--- src/rtl/serial_adder_ctrl.sv ---
// Bit-serial N-bit adder: one shared full-add datapath (two half adders + OR)
// sequenced LSB first, with a registered result and a one-cycle done pulse.

module half_adder (
    input  logic i_a,
    input  logic i_b,
    output logic o_sum,
    output logic o_cout
);
    assign o_sum  = i_a ^ i_b;
    assign o_cout = i_a & i_b;
endmodule

module serial_adder_ctrl #(
    parameter int WIDTH = 8
) (
    input  logic             clk,
    input  logic             rst,
    input  logic             start,
    input  logic [WIDTH-1:0] a,
    input  logic [WIDTH-1:0] b,
    output logic             busy,
    output logic             done,
    output logic [WIDTH-1:0] sum,
    output logic             cout
);
    localparam int CW = (WIDTH > 1) ? $clog2(WIDTH) : 1;
    localparam logic [CW-1:0] LAST_BIT = CW'(WIDTH - 1);

    localparam logic [1:0] S_IDLE = 2'd0;
    localparam logic [1:0] S_RUN  = 2'd1;
    localparam logic [1:0] S_DONE = 2'd2;

    logic [1:0]       r_state;
    logic [WIDTH-1:0] r_a_sh;
    logic [WIDTH-1:0] r_b_sh;
    logic [WIDTH-1:0] r_res_sh;
    logic [CW-1:0]    r_count;
    logic             r_carry;
    logic [WIDTH-1:0] r_sum;
    logic             r_cout;

    logic             w_ha1_sum;
    logic             w_ha1_cout;
    logic             w_ha2_sum;
    logic             w_ha2_cout;
    logic             w_bit_sum;
    logic             w_bit_carry;
    logic [WIDTH-1:0] w_res_next;

    half_adder u_ha1 (
        .i_a    (r_a_sh[0]),
        .i_b    (r_b_sh[0]),
        .o_sum  (w_ha1_sum),
        .o_cout (w_ha1_cout)
    );

    half_adder u_ha2 (
        .i_a    (w_ha1_sum),
        .i_b    (r_carry),
        .o_sum  (w_ha2_sum),
        .o_cout (w_ha2_cout)
    );

    assign w_bit_sum   = w_ha2_sum;
    assign w_bit_carry = w_ha1_cout | w_ha2_cout;

    // The new bit enters at the MSB, so after WIDTH shifts bit 0 holds the LSB.
    generate
        if (WIDTH == 1) begin : g_res_one
            assign w_res_next = w_bit_sum;
        end else begin : g_res_many
            assign w_res_next = {w_bit_sum, r_res_sh[WIDTH-1:1]};
        end
    endgenerate

    // NOTE: all state below uses non-blocking assignments so every register
    // samples the pre-edge values of the others, exactly like real flops.
    always_ff @(posedge clk) begin
        if (rst) begin
            r_state  <= S_IDLE;
            r_a_sh   <= '0;
            r_b_sh   <= '0;
            r_res_sh <= '0;
            r_count  <= '0;
            r_carry  <= 1'b0;
            r_sum    <= '0;
            r_cout   <= 1'b0;
        end else begin
            case (r_state)
                S_IDLE: begin
                    if (start) begin
                        r_a_sh   <= a;
                        r_b_sh   <= b;
                        r_carry  <= 1'b0;
                        r_count  <= '0;
                        r_res_sh <= '0;
                        r_state  <= S_RUN;
                    end
                end
                S_RUN: begin
                    r_res_sh <= w_res_next;
                    r_a_sh   <= r_a_sh >> 1;
                    r_b_sh   <= r_b_sh >> 1;
                    r_carry  <= w_bit_carry;
                    r_count  <= r_count + CW'(1);
                    if (r_count == LAST_BIT) begin
                        r_sum   <= w_res_next;
                        r_cout  <= w_bit_carry;
                        r_state <= S_DONE;
                    end
                end
                S_DONE: begin
                    r_state <= S_IDLE;
                end
                default: begin
                    r_state <= S_IDLE;
                end
            endcase
        end
    end

    assign busy = (r_state != S_IDLE);
    assign done = (r_state == S_DONE);
    assign sum  = r_sum;
    assign cout = r_cout;

endmodule

--- config.mk ---
export PLATFORM = sky130hd
export DESIGN_NAME = serial_adder_ctrl
export DESIGN_NICKNAME = d
export VERILOG_FILES = /design/src/rtl/serial_adder_ctrl.sv
export SDC_FILE = /design/constraint.sdc
export NUM_CORES = 1
export LEC_CHECK = 0
export CAP_MARGIN = 20
export CORE_ASPECT_RATIO = 2
export CORE_MARGIN = 2
export CORE_UTILIZATION = 45
export CTS_CLUSTER_DIAMETER = 30
export CTS_CLUSTER_SIZE = 25
export DETAILED_ROUTE_END_ITERATION = 7
export GPL_ROUTABILITY_DRIVEN = 0
export MAX_ROUTING_LAYER = met4
export PLACE_DENSITY = 0.78
export SETUP_SLACK_MARGIN = 0.4
export SKIP_CTS_REPAIR_TIMING = 1
export SLEW_MARGIN = 40
export SYNTH_ARGS = -nofsm -noshare
export SYNTH_HDL_FRONTEND = slang
export SYNTH_HIERARCHICAL = 1
export SYNTH_SLANG_ARGS = --single-unit
--- constraint.sdc ---
create_clock -name clk -period 2.2 [get_ports clk]
set_input_delay 0.55 -clock clk [delete_from_list [all_inputs] [get_ports clk]]
set_output_delay 0.55 -clock clk [all_outputs]
set_load 0.03 [all_outputs]
==> flow_summary.ini, run 1 <==
[final_layout]
layout.nets = 222
drive_above_1_share_pct = 10.0
num_antenna_cells = 0
n_fill_cell = 278
syn2layout_area_growth_pct = 27.8
final-seq-area_sq_um = 761
multi_input_comb_area_sq_um = 718

[route]
post_drt_wl_per_cell_um = 14.8
drtAntennaViolNets = 0
met2WireLength_mm = 1.85
num_vias = 1320
route.layer.met1.wl_mm = 1.34
finalWirelength_mm = 3.42
top_signal_layer_used = met4
drt-initial-drc-count = 40
drt_drc_violations_left = 0
vias_per_cell = 5.69
sum_of_met3_wire_segment_lengths_after_detailed_routing_um = 182
detail_route.first_pass.iterations = 6

[clocking]
cts.sink_count = 38
tritoncts = done
cts_buffer_depth = 2
cts_buffers = 5
clkLatencyLatePin_ns = 0.30
htreeDepth = 2
cts.root.buffer_cell = clkbuf_8
clock_transition_time_at_the_flip_flop_clock_pins_of_the_worst_setup_and_hold_paths_ns = 0.08

[global_routing]
grt_start_max_net_pins = 39
global_route.overflow_total = 0
global_route.usage.total_pct = 19.9
antenna_violations_before_repair = 0
grt_pass1_wl_mm = 5.67
first_global_vias = 1299

[timing]
worstMarginPinSlew_ns = 0.428
final_cycle_utilization_of_the_critical_path_pct = 88.1
report.final.setup_viol = 0
worst_slew_margin_rel_pct = 71.4
fin_skew_ns = 0.00670
min_period_ns = 1.94
final.setup.tns_ns = 0
rsz0062_at_grt = yes
fmax_mhz = 516
finalMaxSlewViolations = 0
hold_violations = 0

[min_path]
hold_path_end = sum[1]
hold_crit_start = sum[1]
holdPathStages = 2
min-delay-path-class = reg -> reg

[critical_path]
worstReg2RegEnd = r_a_sh[4]
worstSetupEndpointType = output pin
critical-path-top-cell-by-count = buf_4
path_delay_family = buffers and inverters
timing_worst_setup_path_type = reg -> out
reg2reg_setup_slack_ns = 0.68
slowest_stage_delay_cp_ns = 0.39
worst_reg_to_reg_path_cell_count = 4
critical_path_buf_inv_count = 3
cp_slowest_cell = dfxtp_1
crit_path_start_kind = flop
path_cells = buf_4 > nor2_2 > inv_2 > buf_4
arrival_time_at_the_worst_endpoint_ns = 1.39
timing.rr.start = r_state[0]
critical_path_peak_fanout = 12
required_time_worst_endpoint_ns = 1.65

[floorplanning]
boundaryPins = 30
dieWidth_um = 45.5
die_h_um = 87.0
dieArea_sq_mm = 0.00396
core_box_area_sq_mm = 0.00334
initial_core_util_pct = 46.4
floorplan.rows = 30

[synth]
synth.mux.area_fraction_pct = 2.58
synth-adder-area-share_pct = 3.23
cell_area_after_technology_mapping_sq_mm = 0.00155
synthesis.yosys.warnings = 6
synth_area_per_cell_sq_um = 9.12
synth_top_family_by_area = compound AO/OA/AOI/OAI gates
synth_xor_area_share_pct = 0
synth_compound_gate_area_share_pct = 21.8
postSynthNetCount = 193
synth-seq-cells = 38
synth.lib_cells_used.distinct = 28
ys_seq_area_share_pct = 49.1
synth_simple_gate_area_share_pct = 18.6
syn_inst = 170

[job]
max_cap_viol_count = 0

[power_and_ir_drop]
cellLeakagePower_uw = 0.000913
vdd.ir_drop.worst_uv = 488
cellPowerDensity_mw_per_mm2 = 714
report.power.total_uw = 1420

[outcome]
result_of_the_run = complete, no violations

[place]
detailed_place_hpwl_mm = 2.41
port_buffers = 29
-- area by class of cell --
cell class	count	share of cell area [%]
tap	32	2.02
clock inverter	2	0.631
timing repair buffer	35	18.2
inverter	2	0.379
multi-input combinational	117	36.2
clock buffer	6	4.17
sequential	38	38.4
-- worst max-delay path by stage --
stage               start        end  slack [ns]  cells past startpoint
2_1_floorplan  r_state[1]       done        0.66                      2
3_3_place_gp        start  r_a_sh[2]        0.26                      5
3_5_place_dp        start  r_a_sh[4]        0.22                      4
4_1_cts        r_state[0]       busy        0.11                      4
5_1_grt        r_state[0]       busy        0.21                      4
6_report       r_state[0]       busy        0.26                      4
-- worst reg2reg max path: stages, from the launching register on --
cell      delay, ns
dfxtp_1        0.39
buf_4          0.24
nor2_1         0.08
or3_1          0.39
a222oi_1       0.32
-- layout by cell type (no fill, tap or decap), drive strengths merged, types with 6 or more instances in the layout --
master         count
dfxtp             38
nor2              22
nand2             18
a21oi             18
clkdlybuf4s50     17
nand2b            12
dlymetal6s2s      11
a22oi              9
o32ai              8
buf                7
clkbuf             6
-- metal layers --
layer	GRT usage, %	up-vias
met5	-	-
met4	6.95	0
met3	5.81	5
met2	35.0	35
met1	19.8	622
li1	-	658
-- power breakdown --
part	leakage [uW]	switching, uW	internal [uW]
clock network	0.0000472	251	252
registers	0.000311	22.5	724
logic	0.000555	82.7	83.6
-- logic make-up after synthesis --
group | after synthesis
muxes | 4
AOI/OAI and AO/OA | 47
adders and majority gates | 4
and+or+nand+nor | 62
DFF | 38
buffers and inverters | 15
-- through the flow --
step	hold slack (ns)	setup WS (ns)	area [sq um]	util, %	instances
floorplan	0.432	0.659	1550	-	170
global placement	0.448	0.259	1860	55.6	224
detailed placement	0.451	0.218	1860	55.6	224
CTS	0.463	0.112	1950	58.4	232
global route	0.478	0.211	1980	59.3	232
finish	0.455	0.262	1980	59.3	232
-- state kept, by name, indices dropped and copies added, names as in the netlist --
register	flops
r_res_sh	7
r_count	3
cout	1
r_state	2
r_a_sh	8
r_b_sh	8
r_carry	1
sum	8
-- synth_stat cells --
cell	number	area [sq um]
dfxtp_1	38	761
nor2_1	22	82.6
a21oi_1	18	90.1
nand2_1	18	67.6
nand2b_1	12	75.1
a22oi_1	9	67.6
o32ai_1	8	70.1
buf_2	5	25.0
clkbuf_1	5	18.8
a211oi_1	4	30.0
ha_1	4	50.1
mux2i_1	4	40.0
nor3_1	4	20.0
a221oi_2	2	30.0
a32oi_1	2	17.5
inv_1	2	7.51
nor2b_1	2	12.5
a222oi_1	1	10.0
and3b_1	1	8.76
buf_1	1	3.75
buf_4	1	7.51
buf_6	1	11.3
nand3b_1	1	7.51
nor3b_1	1	7.51
o21ai_0	1	5.00
o21ba_2	1	10.0
o21bai_1	1	7.51
or3_1	1	6.26
No activity file was read; power rests on OpenSTA's default activity.
==> run 2: changes to the inputs <==
--- a/config.mk
+++ b/config.mk
@@ -7,7 +7,7 @@
 export LEC_CHECK = 0
 export CAP_MARGIN = 20
 export CORE_ASPECT_RATIO = 2
-export CORE_MARGIN = 2
+export CORE_MARGIN = 8
 export CORE_UTILIZATION = 45
 export CTS_CLUSTER_DIAMETER = 30
 export CTS_CLUSTER_SIZE = 25
==> flow_summary.ini, run 2 (synthesized netlist as in run 1, its figures left out) <==
[final_layout]
mostFrequentLayoutCell = dfxtp_1
layout.nets = 222
num_antenna_cells = 0
drive_above_1_share_pct = 10.0
syn2layout_area_growth_pct = 27.7
final_core_util_pct = 59.3
layout.cells.most_common_list = 38 x dfxtp_1, 21 x nor2_1, 18 x nand2_1, 18 x a21oi_1, 18 x clkdlybuf4s50_1

[floorplanning]
core_box_area_sq_mm = 0.00334
initial_core_util_pct = 46.4
boundaryPins = 30
floorplan.rows = 30
die_h_um = 99.0
dieArea_sq_mm = 0.00569
dieWidth_um = 57.5

[timing]
final_cycle_utilization_of_the_critical_path_pct = 85.1
report.final.setup_viol = 0
fin_hold_ws_ns = 0.454
min_period_ns = 1.87
hold_violations = 0
worst_slew_margin_rel_pct = 71.0
rsz0062_at_grt = yes
worstMarginPinSlew_ns = 0.434
fmax_mhz = 534
final.setup.tns_ns = 0
fin_skew_ns = 0.00981
finalMaxSlewViolations = 0

[route]
drt_drc_violations_left = 0
post_drt_wl_per_cell_um = 16.0
detail_route.first_pass.iterations = 4
finalWirelength_mm = 3.72
num_vias = 1320
drt-initial-drc-count = 32
vias_per_cell = 5.69
drtAntennaViolNets = 0

[power_and_ir_drop]
vdd.ir_drop.worst_uv = 575
switching_fraction_of_total_power_pct = 24.8
p_switching_uw = 350
share_of_power_burned_in_registers_pct = 52.9
combinationalPowerShare_pct = 11.9
cellLeakagePower_uw = 0.000904
power.clock.fraction_pct = 35.2
cellPowerDensity_mw_per_mm2 = 712
p_int_uw = 1060

[global_routing]
grt_start_max_net_pins = 39
first_global_vias = 1405
grt_pass1_wl_mm = 6.18
global_route.overflow_total = 0
antenna_violations_before_repair = 0
global_route.usage.total_pct = 14.1

[clocking]
tritoncts = done
cts_buffers = 5
clock_transition_time_at_the_flip_flop_clock_pins_of_the_worst_setup_and_hold_paths_ns = 0.08
htreeDepth = 2
cts_buffer_depth = 2
clkLatencyLatePin_ns = 0.29
cts.root.buffer_cell = clkbuf_8
cts.sink_count = 38

[critical_path]
required_time_worst_endpoint_ns = 1.65
worstSetupEndpointType = output pin
crit_path_start_kind = flop
critical_path_peak_fanout = 15
timing_worst_setup_path_type = reg -> out
arrival_time_at_the_worst_endpoint_ns = 1.32

[outcome]
result_of_the_run = complete, no violations

[job]
max_cap_viol_count = 0

[min_path]
min-delay-path-class = reg -> reg

[place]
port_buffers = 29
detailed_place_hpwl_mm = 2.71
run 2: cell count changes in the layout (fill, tap and decap cells not counted), sizes merged:
cell	previous run	this run
dlymetal6s2s	11	10
clkdlybuf4s50	17	18
run 2: per-layer routing:
metal	GRT usage, %	wire length, um	part of all wire [%]
met5	-	0	0
met1	11.9	1410	38
met4	6.03	60	1.6
met2	26.8	2050	55
met3	4.44	195	5.2
run 2: area by class of cell:
cell class,instances,area [sq um]
fillers,314,1360
flip-flops and latches,38,761
multi-input cells,117,718
repair buffers,35,358
clock buffers,6,82.6
well taps,32,40.0
clock inverters,2,12.5
inverters,2,7.51
run 2: through the flow:
stage	std cells	power, uW	setup WS [ns]	area, sq um
floorplan	170	863	0.659	1550
global placement	224	919	0.264	1860
detailed placement	224	927	0.191	1860
CTS	232	1420	0.124	1950
global route	232	1470	0.182	1980
finish	232	1410	0.327	1980
run 2: worst max-delay path, stage by stage, from the launching register on:
cell,delay [ns]
dfxtp_1,0.31
buf_4,0.19
nor2_2,0.19
inv_2,0.14
buf_4,0.19
run 2: power groups by stage:
stage	sequential [uW]	combinational, uW	clock [uW]
global route	748	186	533
floorplan	755	108	0
global placement	759	160	0
CTS	745	168	511
finish	746	168	496
detailed placement	760	167	0
run 2: worst paths after layout:
kind | startpoint | to | slack (ns) | cells past startpoint
worst min-delay path | sum[1] | sum[1] | 0.45 | 2
worst max register to register | r_count[0] | cout | 0.71 | 5
worst max-delay path | r_state[0] | busy | 0.33 | 4
worst min register to register | sum[1] | sum[1] | 0.45 | 2
